### src/rtl/timer_counter.sv
// ---------------------------------------------------------------------------
// timer_counter
//   Memory-mapped programmable 32-bit down-counter timer. One instance serves
//   one timer window behind the system bridge. Software programs PRESET and
//   CTRL; the timer loads PRESET into COUNT, counts down to zero and raises an
//   interrupt flag. One-shot modes stop by clearing CTRL.Enable; auto-reload
//   (Mode 1) reloads PRESET and pulses the flag for one cycle per period.
//
//   Register map (Addr[3:2]):
//     0 CTRL   rw  [0] Enable, [2:1] Mode, [3] IM (interrupt mask), rest 0
//     1 PRESET rw  reload value
//     2 COUNT  ro  current count
//     3 -      reads 0, writes ignored
//
// Ports
//   clk    in   1   system clock, rising-edge active
//   reset  in   1   synchronous active-low reset
//   Addr   in   30  word address [31:2]; only [3:2] decoded
//   WE     in   1   write enable (already range-qualified by the bridge)
//   Din    in   32  write data
//   Dout   out  32  read data, combinational on Addr[3:2]
//   IRQ    out  1   interrupt request = CTRL.IM & irq flag
// ---------------------------------------------------------------------------
module timer_counter (
  input  logic        clk,
  input  logic        reset,
  input  logic [31:2] Addr,
  input  logic        WE,
  input  logic [31:0] Din,
  output logic [31:0] Dout,
  output logic        IRQ
);

  typedef enum logic [1:0] {
    ST_IDLE = 2'd0,
    ST_LOAD = 2'd1,
    ST_CNT  = 2'd2,
    ST_INT  = 2'd3
  } state_t;

  localparam logic [1:0] MODE_RELOAD = 2'd1;

  state_t      state_r;
  state_t      state_nx_s;
  logic [3:0]  ctrl_r;
  logic [3:0]  ctrl_nx_s;
  logic [31:0] preset_r;
  logic [31:0] preset_nx_s;
  logic [31:0] count_r;
  logic [31:0] count_nx_s;
  logic        irq_flag_r;
  logic        irq_flag_nx_s;

  logic        ctrl_en_s;
  logic [1:0]  ctrl_mode_s;
  logic        ctrl_im_s;
  logic        wr_ctrl_s;
  logic        wr_preset_s;
  logic        flag_set_s;
  logic        flag_clr_hw_s;
  logic        en_clr_hw_s;

  // Upper address bits are outside the decoded window; kept only for lint.
  logic        unused_addr_s;
  assign unused_addr_s = ^Addr[31:4];

  assign ctrl_en_s   = ctrl_r[0];
  assign ctrl_mode_s = ctrl_r[2:1];
  assign ctrl_im_s   = ctrl_r[3];

  assign wr_ctrl_s   = WE & (Addr[3:2] == 2'd0);
  assign wr_preset_s = WE & (Addr[3:2] == 2'd1);

  // Next-state and hardware-side register effects of the counting FSM.
  always_comb begin
    state_nx_s    = state_r;
    count_nx_s    = count_r;
    flag_set_s    = 1'b0;
    flag_clr_hw_s = 1'b0;
    en_clr_hw_s   = 1'b0;
    case (state_r)
      ST_IDLE: begin
        if (ctrl_en_s) begin
          state_nx_s = ST_LOAD;
        end else begin
          state_nx_s = ST_IDLE;
        end
      end
      ST_LOAD: begin
        // A zero preset has nothing to count: terminate straight away so an
        // auto-reload period with PRESET=0 is two cycles.
        if (preset_r == 32'd0) begin
          count_nx_s = 32'd0;
          flag_set_s = 1'b1;
          state_nx_s = ST_INT;
        end else begin
          count_nx_s = preset_r;
          state_nx_s = ST_CNT;
        end
      end
      ST_CNT: begin
        if (!ctrl_en_s) begin
          state_nx_s = ST_IDLE;
        end else if (count_r <= 32'd1) begin
          // Zero is terminal; never decrement past it.
          count_nx_s = 32'd0;
          flag_set_s = 1'b1;
          state_nx_s = ST_INT;
        end else begin
          count_nx_s = count_r - 32'd1;
        end
      end
      ST_INT: begin
        if (ctrl_mode_s == MODE_RELOAD) begin
          flag_clr_hw_s = 1'b1;
          state_nx_s    = ST_LOAD;
        end else begin
          en_clr_hw_s = 1'b1;
          state_nx_s  = ST_IDLE;
        end
      end
      default: begin
        state_nx_s = ST_IDLE;
      end
    endcase
  end

  // Merge software writes with hardware updates; software has priority.
  always_comb begin
    ctrl_nx_s     = ctrl_r;
    preset_nx_s   = preset_r;
    irq_flag_nx_s = irq_flag_r;
    if (wr_ctrl_s) begin
      ctrl_nx_s = Din[3:0];
    end else if (en_clr_hw_s) begin
      ctrl_nx_s = {ctrl_r[3:1], 1'b0};
    end else begin
      ctrl_nx_s = ctrl_r;
    end
    if (wr_preset_s) begin
      preset_nx_s = Din;
    end else begin
      preset_nx_s = preset_r;
    end
    // Any CTRL/PRESET write acknowledges the interrupt, even against a set.
    if (wr_ctrl_s || wr_preset_s) begin
      irq_flag_nx_s = 1'b0;
    end else if (flag_set_s) begin
      irq_flag_nx_s = 1'b1;
    end else if (flag_clr_hw_s) begin
      irq_flag_nx_s = 1'b0;
    end else begin
      irq_flag_nx_s = irq_flag_r;
    end
  end

  // State and register update with synchronous active-low reset.
  always_ff @(posedge clk) begin
    if (!reset) begin
      state_r    <= ST_IDLE;
      ctrl_r     <= 4'd0;
      preset_r   <= 32'd0;
      count_r    <= 32'd0;
      irq_flag_r <= 1'b0;
    end else begin
      state_r    <= state_nx_s;
      ctrl_r     <= ctrl_nx_s;
      preset_r   <= preset_nx_s;
      count_r    <= count_nx_s;
      irq_flag_r <= irq_flag_nx_s;
    end
  end

  // Read mux; reserved offset reads zero.
  always_comb begin
    Dout = 32'd0;
    case (Addr[3:2])
      2'd0:    Dout = {28'd0, ctrl_r};
      2'd1:    Dout = preset_r;
      2'd2:    Dout = count_r;
      default: Dout = 32'd0;
    endcase
  end

  assign IRQ = ctrl_im_s & irq_flag_r;

endmodule

### config.mk
export PLATFORM = sky130hd
export DESIGN_NAME = timer_counter
export DESIGN_NICKNAME = d
export VERILOG_FILES = /design/src/rtl/timer_counter.sv
export SDC_FILE = /design/constraint.sdc
export NUM_CORES = 1
export LEC_CHECK = 0
export ABC_AREA = 0
export CAP_MARGIN = 20
export CORE_MARGIN = 4
export CORE_UTILIZATION = 40
export CTS_BUF_LIST = sky130_fd_sc_hd__clkbuf_16
export CTS_CLUSTER_DIAMETER = 40
export DETAILED_ROUTE_END_ITERATION = 10
export PLACE_DENSITY = 0.68
export RECOVER_POWER = 50
export SLEW_MARGIN = 0
export SYNTH_ARGS = -nofsm -noshare
export SYNTH_HDL_FRONTEND = slang
export SYNTH_SLANG_ARGS = --single-unit
### constraint.sdc
create_clock -name clk -period 3.25 [get_ports clk]
set_clock_uncertainty 0.05 [all_clocks]
set_input_delay 0.4875 -clock clk [delete_from_list [all_inputs] [get_ports clk]]
set_output_delay 0.4875 -clock clk [all_outputs]
set_load 0.005 [all_outputs]
==> reports/qor.yml <==
grt:
  grt_pass1_wl_um: 20500
  number_of_antenna_violations_at_the_first_check_in_global_routing: 0
  first_global_vias: 4026
  grtUsageTotal_pct: 22.0
  grt_max_degree: 41
  globalRouteOverflowTotal: 0
clock_tree:
  cts-hold-fix-buffers: 0
  ctsRootBufferMaster: "clkbuf_16"
  cts-resized-gates: 0
  cts.clk_slew.worst_paths_ps: 50
  insertion_delay_ps: 330
  tritoncts: "yes"
  cts-buffers-inserted: 9
  post-cts-setup-buffers: 0
  cts.sinks: 71
  number_of_h_tree_branching_levels: 3
  cts_max_path_buffers: 2
run_status:
  outcome: "finished, final reports clean"
final_layout:
  post_route_cells_drive_above_1_share_pct: 7.44
  postLayoutCoreUtil_pct: 52.3
  instances_no_fill: 711
  filler_cell_count: 981
  antennaDiodeCount: 0
  design.final.nets: 647
  layout-area-overhead-vs-synth_pct: 26.9
setup_path:
  critical_path.endpoint_type: "primary output"
  cp-start-kind: "primary input"
  critPathRequiredTime_ps: 2710
  crit_chain: "dlygate4sd3_1 > nor2b_2 > buf_4 > a22o_1 > clkdlybuf4s50_1"
  crit_slowest_cell: "dlygate4sd3_1"
  critical-path-max-stage-delay_ps: 760
  crit_fanout: 17
  worst-path-buf-inv: 3
  critical-path-top-delay-family: "buffers and inverters"
  worst-endpoint-arrival_ps: 2480
  critical_path_class: "primary input to primary output"
timing:
  fin_crit_sh_pct: 93.0
  totalNegativeSetupSlack_ps: 0
  slew_headroom_pct: 46.0
  unrepaired_setup_endpoints_after_global_routing: "false"
  final-hold-violation-count: 0
  post-route-min-period_ps: 3020
  max_slew_violation_total_from_the_final_report: 0
  final-setup-viol-count: 0
  worst_slew_pin_slew_ps: 811
  fmaxAchievable_mhz: 331
floorplanning:
  floorplan.rows: 36
  count_of_pins_on_the_block_boundary: 98
  die_w_um: 109
  placeableCoreArea_mm2: 0.00982
  initial_utilization_pct: 41.2
  fp.dieArea_mm2: 0.0118
  die_h_um: 109
pwr:
  seq_power_share_pct: 41.9
  switchingPower_mw: 0.640
  power.clock.fraction_pct: 38.0
  share_comb_of_total_power_pct: 20.2
  internal_power_consumption_mw: 1.57
  maximum_ir_drop_on_the_vdd_rail_mv: 0.195
  netSwitchingFraction_pct: 28.9
  leakage_nw: 1.88
  power_density_mw_per_mm2: 431
synthesis:
  synth.yosys.seq_area_share_pct: 35.1
  postSynthAreaPerCell_um2: 7.89
  synthTopCellsByArea: "dfxtp_1 35%, nand2_1 8.7%, a22o_1 6.7%"
  postSynthCellCount: 513
  synth_enable_flop_cells: 0
  ys_async_sr_fraction_pct: 0
  yosys.cell_count.top_type: "nand2_1"
  synth_cell_type_count: 57
  netlist.top_cell.by_area: "dfxtp_1"
  synthesis.area_mm2: 0.00405
  synth_top_cell_area_share_pct: 35.1
  yosysWarningCount: 0
  commonest_cells_in_the_netlist: "94 x nand2_1, 71 x dfxtp_1, 43 x a21oi_1"
  yosys_register_bits: 71
  yosys_most_used_dff: "dfxtp_1"
  synth_fp_nets: 584
route:
  route.vias.total: 4251
  wirelength_um: 12900
  wl_per_cell_um: 18.2
  first_iter_violations: 330
  route.antenna.remaining_nets: 0
  remaining_drc_errors: 0
  detail_route.first_pass.iterations: 7
  via_count_normalized_by_instance_count: 5.98
place:
  place.detailed.instances: 698
  io_buffer_count: 69
  routabilityCongestion: 0.902
  hpwl_um: 9020
run:
  cap_viol_max_count: 0
hold_path:
  hold_class: "flop to flop"
area by class of cell:
type | count | area (um^2) | share of cell area (%)
sequential | 71 | 1420 | 27.7
clock buffer | 9 | 225 | 4.39
clock inverter | 4 | 16.3 | 0.317
multi-input combinational | 394 | 2420 | 47.2
timing repair buffer | 88 | 838 | 16.3
tap | 133 | 166 | 3.24
inverter | 12 | 45.0 | 0.877
power by group through the flow:
stage                     Sequential, mW  Combinational [mW]  Clock (mW)
after CTS                          0.924               0.445       0.846
after detailed placement           0.943               0.442           0
after global routing               0.928               0.483       0.878
final                              0.925               0.445       0.840
after global placement             0.942               0.435           0
after floorplan                    0.933               0.276           0
per-layer routing:
metal	global-route usage (%)	up-vias	share of wire, %
li1	-	2018	-
met1	28.7	2025	44
met2	36.9	184	47
met3	3.34	24	6.4
met4	7.57	0	1.9
met5	0	-	0
worst reg2reg max path, delay by kind of cell (launching register included):
family	cells	cell delay, ps
compound gates	2	250
flops	1	370
simple gates	4	2100
placed cells by master, fill, tap and decap left out, types with 3 or more instances in the layout:
cell type        instances
nand2_1                 94
dfxtp_1                 71
clkdlybuf4s50_1         66
a21oi_1                 42
a22o_1                  31
nor2_1                  30
o21ai_0                 23
buf_4                   16
a21boi_0                15
inv_1                   11
nand3_1                 11
a22oi_1                 11
nor4_1                  11
mux2i_1                 10
nor3_1                  10
nor2b_1                  9
clkbuf_16                9
or4_1                    8
a31oi_1                  6
ha_1                     6
or3_1                    5
nand4_1                  5
o211ai_1                 5
a221oi_1                 5
and2_1                   4
clkinv_1                 4
o22ai_1                  4
or2_2                    3
nor4_2                   3
a222oi_1                 3
o311ai_0                 3
a32o_1                   3
dlygate4sd3_1            3
metrics by stage:
| stage | setup WS (ps) | instance area (um^2) | power (mW) | hold slack (ps) |
|---|---|---|---|---|
| 2_1_floorplan | 964 | 4050 | 1.21 | 373 |
| 3_3_place_gp | 298 | 4910 | 1.38 | 386 |
| 3_5_place_dp | 307 | 4910 | 1.39 | 399 |
| 4_1_cts | 299 | 5150 | 2.22 | 405 |
| 5_1_grt | 195 | 5130 | 2.29 | 434 |
| 6_report | 228 | 5130 | 2.21 | 404 |
registers in the layout, summed over array words and instances, names as in the netlist:
signal and count:
ctrl_r 4, count_r 32, irq_flag_r 1, state_r 2
preset_r 32
final timing paths:
| path | start | slack [ps] | to | depth (start not counted) |
|---|---|---|---|---|
| max reg2reg | count_r[7] | 350 | count_r[30] | 6 |
| min | irq_flag_r | 400 | irq_flag_r | 2 |
| min reg2reg | irq_flag_r | 400 | irq_flag_r | 2 |
| max | Addr[2] | 230 | Dout[28] | 5 |
logic make-up (layout without fill, tap and decap cells):
group	count (synthesis)	after routing	synth area share (%)
fa+ha+maj	6	6	1.86
mux	11	11	2.75
flops	71	71	35.1
compound gates	166	166	28.6
simple gates	209	209	26.3
xor+xnor	2	2	0.433
buf+inv	48	113	4.92
(Power assumes the default switching activity.)
